[src/rtl/ram_dp_clr.sv]
//------------------------------------------------------------------------------
// Module   : ram_dp_clr
// Simple-dual-port RAM with per-lane write enables, registered read + valid,
// and a hardware clear sweep run after reset or on clr_i.
// Optional : define RAM_BYPASS_EN for write-first same-address reads.
// Revision : 1.0 - initial release
//------------------------------------------------------------------------------
`default_nettype none

module ram_dp_clr #(
  parameter int ADDR_W = 4,
  parameter int DATA_W = 8,
  parameter int LANE_W = 8
) (
  input  logic                       clk_i,
  input  logic                       rst_i,
  input  logic                       clr_i,
  output logic                       busy_o,
  input  logic                       write_ena_i,
  input  logic [DATA_W/LANE_W-1:0]   w_be_i,
  input  logic [ADDR_W-1:0]          w_addr_i,
  input  logic [DATA_W-1:0]          bus_data_i,
  input  logic                       rd_ena_i,
  input  logic [ADDR_W-1:0]          r_addr_i,
  output logic [DATA_W-1:0]          bus_data_o,
  output logic                       rd_valid_o
);

  localparam int DEPTH = 1 << ADDR_W;
  localparam int NLANE = DATA_W / LANE_W;
  localparam logic [ADDR_W-1:0] C_LAST_ADDR = ADDR_W'(DEPTH - 1);

  typedef enum logic [0:0] {
    ST_CLEAR = 1'b0,
    ST_READY = 1'b1
  } state_t;

  state_t              state_q, state_d;
  logic [ADDR_W-1:0]   clr_cnt_q, clr_cnt_d;
  logic                busy_q, busy_d;
  logic [DATA_W-1:0]   rdata_q, rdata_d;
  logic                rvalid_q, rvalid_d;

  logic                mem_we;
  logic [ADDR_W-1:0]   mem_addr;
  logic [DATA_W-1:0]   mem_wdata;
  logic [NLANE-1:0]    mem_be;
  logic [DATA_W-1:0]   rd_word;

  logic [DATA_W-1:0]   mem [DEPTH];

`ifdef RAM_BYPASS_EN
  logic [DATA_W-1:0]   be_mask;

  for (genvar j = 0; j < NLANE; j++) begin : g_lane_mask
    assign be_mask[j*LANE_W +: LANE_W] = {LANE_W{w_be_i[j]}};
  end

  // Same-address write merges into the read result (write-first).
  assign rd_word = (write_ena_i && (w_addr_i == r_addr_i))
                 ? ((bus_data_i & be_mask) | (mem[r_addr_i] & ~be_mask))
                 : mem[r_addr_i];
`else
  assign rd_word = mem[r_addr_i];
`endif

  always_comb begin
    state_d   = state_q;
    clr_cnt_d = clr_cnt_q;
    busy_d    = busy_q;
    rdata_d   = rdata_q;
    rvalid_d  = 1'b0;
    mem_we    = 1'b0;
    mem_addr  = w_addr_i;
    mem_wdata = bus_data_i;
    mem_be    = w_be_i;

    if (!rst_i) begin
      case (state_q)
        ST_CLEAR: begin
          mem_we    = 1'b1;
          mem_addr  = clr_cnt_q;
          mem_wdata = '0;
          mem_be    = '1;
          if (clr_cnt_q == C_LAST_ADDR) begin
            state_d = ST_READY;
            busy_d  = 1'b0;
          end else begin
            clr_cnt_d = clr_cnt_q + ADDR_W'(1);
          end
        end
        ST_READY: begin
          if (clr_i) begin
            state_d   = ST_CLEAR;
            clr_cnt_d = '0;
            busy_d    = 1'b1;
          end else begin
            mem_we = write_ena_i;
            if (rd_ena_i) begin
              rdata_d  = rd_word;
              rvalid_d = 1'b1;
            end
          end
        end
        default: begin
          state_d   = ST_CLEAR;
          clr_cnt_d = '0;
          busy_d    = 1'b1;
        end
      endcase
    end
  end

  always_ff @(posedge clk_i) begin
    if (rst_i) begin
      state_q   <= ST_CLEAR;
      clr_cnt_q <= '0;
      busy_q    <= 1'b1;
      rdata_q   <= '0;
      rvalid_q  <= 1'b0;
    end else begin
      state_q   <= state_d;
      clr_cnt_q <= clr_cnt_d;
      busy_q    <= busy_d;
      rdata_q   <= rdata_d;
      rvalid_q  <= rvalid_d;
    end
  end

  // Array has no reset; the sweep that follows reset zeroes it.
  always_ff @(posedge clk_i) begin
    if (mem_we) begin
      for (int j = 0; j < NLANE; j++) begin
        if (mem_be[j]) begin
          mem[mem_addr][j*LANE_W +: LANE_W] <= mem_wdata[j*LANE_W +: LANE_W];
        end
      end
    end
  end

  assign busy_o     = busy_q;
  assign bus_data_o = rdata_q;
  assign rd_valid_o = rvalid_q;

endmodule

`default_nettype wire

[config.mk]
export PLATFORM = sky130hd
export DESIGN_NAME = ram_dp_clr
export DESIGN_NICKNAME = d
export VERILOG_FILES = /design/src/rtl/ram_dp_clr.sv
export SDC_FILE = /design/constraint.sdc
export NUM_CORES = 1
export LEC_CHECK = 0
export ABC_AREA = 1
export CAP_MARGIN = 20
export CORE_MARGIN = 2
export CORE_UTILIZATION = 45
export CTS_BUF_LIST = sky130_fd_sc_hd__clkbuf_16
export DETAILED_ROUTE_END_ITERATION = 12
export PLACE_DENSITY_LB_ADDON = 0.2
export SYNTH_ARGS = -nofsm -noshare
export SYNTH_HDL_FRONTEND = slang
export SYNTH_SLANG_ARGS = --single-unit
[constraint.sdc]
create_clock -name clk_i -period 1.7 [get_ports clk_i]
set_input_delay 0.34 -clock clk_i [delete_from_list [all_inputs] [get_ports clk_i]]
set_output_delay 0.34 -clock clk_i [all_outputs]
set_load 0.02 [all_outputs]
==> impl_metrics.env, run 1 <==
export IMPL_hold_path_depth=2
export IMPL_finalNetCount=721
export IMPL_period_needed_ns=1.677
export IMPL_port_buffers=31
export IMPL_synth_compound_area_share_pct=2.010
export IMPL_die_h_um=121.6
export IMPL_synthMuxAreaShare_pct=0
export IMPL_coreArea_um2=13400
export IMPL_synth_seq_cells=143
export IMPL_fp_dieArea_um2=14790
export IMPL_cp_required_ns=1.36
export IMPL_crit_chain="clkdlybuf4s50_1"
export IMPL_grt_util_met3_pct=4.588
export IMPL_synth_top_area_share_pct=61.75
export IMPL_hold_buffers=0
export IMPL_syn_area_um2=6225
export IMPL_grtUsageTotal_pct=21.59
export IMPL_grt_first_pass_wirelength_mm=23.03
export IMPL_yosysTopAreaCell="edfxtp_1"
export IMPL_r2r_slack_ns=0.07
export IMPL_htree_levels=4
export IMPL_place_congestion=0.9034
export IMPL_yosysWarnings=0
export IMPL_relSlewSlack_pct=77.33
export IMPL_startpoint_type="flip-flop"
export IMPL_p_leak_nw=3.332
export IMPL_critPathMaxFanout=1
export IMPL_drv_slew=0
export IMPL_drt_wl_total_mm=14.87
export IMPL_die_w_um=121.6
export IMPL_rsz0062_at_grt="true"
export IMPL_critPathArrivalTime_ns=1.34
export IMPL_status="complete, no violations"
export IMPL_worstHoldPathType="reg -> reg"
export IMPL_instances_no_fill=887
export IMPL_synth_area_top_cells="edfxtp_1 (62%), nand2_1 (13%), nand3_1 (7.6%)"
export IMPL_synth_area_per_cell_um2=9.881
export IMPL_root_buffer="clkbuf_16"
export IMPL_fmax_mhz=596.4
export IMPL_hold_slack_ns=0.4717
export IMPL_cellPowerDensity_nw_per_um2=1035
export IMPL_cts_tree="yes"
export IMPL_cts_path_max_buffers=2
export IMPL_synth_top_family_by_area="simple AND/OR/NAND/NOR gates"
export IMPL_hold_viol_final=0
export IMPL_dr_pass1_iters=7
export IMPL_rows=42
export IMPL_drtIter0Drc=427
export IMPL_synth_nets=653
export IMPL_ant_nets=0
export IMPL_synth_xor_area_share_pct=0.1407
export IMPL_met1_usage_pct=27.91
export IMPL_final_cell_mix="nand2_1 (211), edfxtp_1 (128), inv_1 (94)"
export IMPL_seq_area_frac_synth_pct=66.57
export IMPL_grt_busiest_layer="met2"
export IMPL_setup_violations=0
export IMPL_worstPathBufferInverterCount=1
export IMPL_grtUsageMet2_pct=34.69
export IMPL_grt_pass1_vias=4361
export IMPL_insertion_delay_ns=0.43
export IMPL_route_vias_total=4493
export IMPL_path_delay_family="buffers and inverters"
export IMPL_place_hpwl_mm=9.758
export IMPL_ys_types=25
export IMPL_drive_gt1_share_pct=12.38
export IMPL_slowest_delay_ns=0.60
export IMPL_drc=0
export IMPL_worst_r2r_cell_count=6
export IMPL_final_common_cell="nand2_1"
export IMPL_start_util_pct=46.45
export IMPL_crit_cells=1
export IMPL_io_pins=32
export IMPL_post_drt_wl_per_cell_um=16.77
export IMPL_clock_sinks=143
export IMPL_r2r_start="state_q$_SDFF_PP0_"
export IMPL_viasPerCell=5.065
export IMPL_end_kind="primary output"
export IMPL_peakVddDrop_v=0.0006985
export IMPL_min_from="busy_o$_SDFFE_PP1P_"
export IMPL_synthAdderAreaFrac_pct=0.2010
export IMPL_grt_max_degree=49
export IMPL_numCtsBuffers=17
export IMPL_holdPathEnd="busy_o$_SDFFE_PP1P_"
export IMPL_dpl_cell_count=854
export IMPL_r2r_end="mem[2][5]$_DFFE_PP_"
export IMPL_synthCells=630
export IMPL_path_clk_slew_ns=0.05
export IMPL_stdcell_area_um2=7645
export IMPL_critPathKind="reg -> out"
export IMPL_grt_ovfl_total=0
export IMPL_area_delta_synth_final_pct=22.81
export IMPL_cap_violations=0
export IMPL_min_period_over_period_pct=98.63
export IMPL_placedInstanceArea_um2=7096
export IMPL_finClkSkew_ns=0.008726
export IMPL_yosys_area_share_simple_pct=22.97
export IMPL_num_antenna_cells=0
export IMPL_tightest_slew_ns=0.3396
export IMPL_antenna_found_initial=0
export IMPL_crit_path_top_delay_cell="clkdlybuf4s50_1"
synthesized netlist by cell type, drive strengths merged:
master	number
o21ai	6
nand3	96
clkbuf	3
buf	23
o22ai	1
ha	1
nor2	31
edfxtp	128
dfxtp	15
nor3	1
o21a	8
a21oi	5
clkinv	1
xor2	1
nand2	213
nand4	1
inv	96
cell families after synthesis:
logic type,after synthesis
xor+xnor,1
compound gates,20
flops,143
fa+ha+maj,1
buf+inv,123
simple gates,342
area by class of cell:
type	instances	area [µm²]
clock buffer	17	425.4
clock inverter	15	106.4
fill	1160	5756
inverter	97	364.1
multi-input combinational	365	1603
sequential	143	4144
tap	176	220.2
timing repair buffer	74	782.0
sequential cells by signal (all words and copies together), names as in the netlist:
name        cells
busy_o          1
rd_valid_o      1
clr_cnt_q       4
bus_data_o      8
state_q         1
mem           128
through the flow:
stage / TNS [ns] / worst slack (ns) / total power [W] / util, %
detailed placement: -69.09 / -0.5303 / 0.004662 / 52.95
global route: -0.6629 / -0.02316 / 0.008168 / 57.05
floorplan: 0 / 0.005302 / 0.004358 / -
CTS: 0 / 0.005167 / 0.007955 / 56.97
finish: 0 / 0.02323 / 0.007911 / 57.05
global placement: -61.03 / -0.4710 / 0.004652 / 52.95
power breakdown:
group          switching, W  internal [W]  total (W)
Combinational      0.000420      0.000245   0.000665
Sequential        0.0000261       0.00391    0.00394
Clock               0.00134       0.00197    0.00331
how the worst max path moves through the flow:
stage               slack (ns)                   from              endpoint
finish                    0.02  rd_valid_o$_SDFF_PP0_            rd_valid_o
detailed placement       -0.53                  rst_i   mem[4][5]$_DFFE_PP_
global placement         -0.47                  rst_i   mem[4][0]$_DFFE_PP_
CTS                      0.005  rd_valid_o$_SDFF_PP0_            rd_valid_o
global route             -0.02     state_q$_SDFF_PP0_   mem[2][1]$_DFFE_PP_
floorplan                0.005     state_q$_SDFF_PP0_  mem[11][0]$_DFFE_PP_
timing repair:
item / 4_1_cts / 5_1_grt
gates cloned: 1 / 0
gates resized for setup: 14 / 3
endpoints found under the setup margin: 80 / 37
pin swaps: 2 / 0
buffers inserted: 0 / 0
metal layers:
layer | up-vias | share of wire (%)
li1 | 2173 | -
met1 | 2132 | 42
met2 | 155 | 49
met3 | 33 | 5.5
met4 | 0 | 3.5
met5 | - | 0
Note: power is estimated with default switching activity, not from simulation.
==> run 2: changes to the inputs <==
CORE_UTILIZATION = 38   (was 45)
SLEW_MARGIN = 25   (was unset)
==> run 2 against run 1 <==
Critical path depth grew 4; sequential power is essentially flat; first-iteration DRC count up 2.8%; critical path type is now reg -> reg; largest cell class unchanged.
==> impl_metrics.env, run 2 (synthesized netlist as in run 1, its figures left out) <==
export IMPL_top_register="mem"
export IMPL_grtUsageTotal_pct=18.76
export IMPL_p_leak_nw=3.414
export IMPL_relSlewSlack_pct=79.66
export IMPL_fillers=1491
export IMPL_insertion_delay_ns=0.43
export IMPL_final_common_cell="nand2_1"
export IMPL_startpoint_type="flip-flop"
export IMPL_fmax_mhz=619.0
export IMPL_area_delta_synth_final_pct=25.21
export IMPL_cts_setup_buffers=0
export IMPL_die_h_um=132.0
export IMPL_drv_slew=0
export IMPL_critPathKind="reg -> reg"
export IMPL_antenna_found_initial=0
export IMPL_clock_sinks=143
export IMPL_crit_start="state_q$_SDFF_PP0_"
export IMPL_final_util_pct=48.89
export IMPL_cts_tree="yes"
export IMPL_numCtsBuffers=17
export IMPL_num_antenna_cells=0
export IMPL_finalNetCount=725
export IMPL_final_cell_mix="nand2_1 (212), edfxtp_1 (128), inv_1 (93), nand3_1 (93), buf_4 (33)"
export IMPL_place_ws_ns=-0.5508
export IMPL_hold_viol_final=0
export IMPL_cap_violations=0
export IMPL_finClkSkew_ns=0.005788
export IMPL_cts_path_max_buffers=2
export IMPL_place_hpwl_mm=10.65
export IMPL_largest_register_ffs=128
export IMPL_root_buffer="clkbuf_16"
export IMPL_placedInstanceArea_um2=7188
export IMPL_stdcell_area_um2=7794
export IMPL_io_pins=32
export IMPL_peakVddDrop_v=0.0007727
export IMPL_drt_wl_total_mm=15.73
export IMPL_worstHoldPathType="reg -> reg"
export IMPL_route_vias_total=4538
export IMPL_coreArea_um2=15940
export IMPL_fp_dieArea_um2=17420
export IMPL_cellPowerDensity_nw_per_um2=1062
export IMPL_critPathArrivalTime_ns=1.75
export IMPL_critPathMaxFanout=8
export IMPL_setup_violations=0
export IMPL_drc=0
export IMPL_grt_pass1_vias=4487
export IMPL_setup_ws_ns=0.08446
export IMPL_cp_required_ns=1.83
export IMPL_place_congestion=0.9207
export IMPL_start_util_pct=39.04
export IMPL_dr_pass1_iters=5
export IMPL_period_needed_ns=1.616
export IMPL_post_drt_wl_per_cell_um=16.90
export IMPL_r2r_start="state_q$_SDFF_PP0_"
export IMPL_port_buffers=31
export IMPL_r2r_slack_ns=0.08
export IMPL_drtIter0Drc=439
export IMPL_htree_levels=4
export IMPL_worst_r2r_cell_count=5
export IMPL_ant_nets=0
export IMPL_drive_gt1_share_pct=13.15
export IMPL_grt_max_degree=34
export IMPL_path_clk_slew_ns=0.06
export IMPL_grt_ovfl_total=0
export IMPL_status="complete, no violations"
export IMPL_tightest_slew_ns=0.3041
export IMPL_crit_path_end="mem[4][3]$_DFFE_PP_"
export IMPL_r2r_end="mem[4][3]$_DFFE_PP_"
export IMPL_die_w_um=132.0
export IMPL_rows=46
export IMPL_viasPerCell=4.874
export IMPL_end_kind="flip-flop"
export IMPL_grt_first_pass_wirelength_mm=24.27
export IMPL_min_period_over_period_pct=95.03
[run 2: critical path: stages (launching register included)]
cell and delay [ns]:
dfxtp_1 0.41, nor2_2 0.08, o21ai_1 0.23, nand2_1 0.23
nor2_1 0.17, buf_4 0.19
[run 2: area by class of cell]
class	instances	area [µm²]	area share [%]
clock inverters	11	70.07	0.8990
well taps	216	270.3	3.468
flip-flops and latches	143	4144	53.17
multi-input cells	365	1597	20.48
inverters	97	364.1	4.672
repair buffers	78	823.3	10.56
clock buffers	21	525.5	6.743
[run 2: worst min path at each step]
stage | slack [ns] | cells past startpoint | from | endpoint
3_5_place_dp | 0.46 | 2 | busy_o$_SDFFE_PP1P_ | busy_o$_SDFFE_PP1P_
5_1_grt | 0.49 | 2 | busy_o$_SDFFE_PP1P_ | busy_o$_SDFFE_PP1P_
4_1_cts | 0.46 | 2 | busy_o$_SDFFE_PP1P_ | busy_o$_SDFFE_PP1P_
6_report | 0.45 | 2 | busy_o$_SDFFE_PP1P_ | busy_o$_SDFFE_PP1P_
2_1_floorplan | 0.41 | 1 | rst_i | clr_cnt_q[3]$_SDFFE_PP0N_
3_3_place_gp | 0.46 | 2 | busy_o$_SDFFE_PP1P_ | busy_o$_SDFFE_PP1P_
[run 2: metrics by stage]
step	TNS (ns)	power (W)	hold WS [ns]	instances
finish	0	0.008275	0.4543	931
global route	-0.0001853	0.008564	0.4852	931
CTS	0	0.008321	0.4593	931
detailed placement	-73.16	0.004692	0.4555	898
global placement	-61.67	0.004674	0.4612	898
floorplan	0	0.004358	0.4124	630
[run 2: power breakdown]
part	leakage [nW]	internal (W)	switching, W
Combinational	1.81	0.000255	0.000438
Clock	0.306	0.00221	0.00143
Sequential	1.30	0.00391	0.0000241
[run 2: repair_timing]
action / in CTS / in global routing
resized for setup: 12 / 3
gates cloned: 1 / 0
hold buffers: 0 / 0
setup endpoints to repair: 89 / 9
pin swaps: 1 / 0
[run 2: routing by layer]
| metal | share of wire (%) | global-route usage [%] | routed length [µm] |
|---|---|---|---|
| met1 | 45 | 24.52 | 7074 |
| met2 | 47 | 30.01 | 7443 |
| met3 | 5.1 | 4.614 | 808 |
| met4 | 2.6 | 7.729 | 406 |
| met5 | 0 | 0 | 0 |
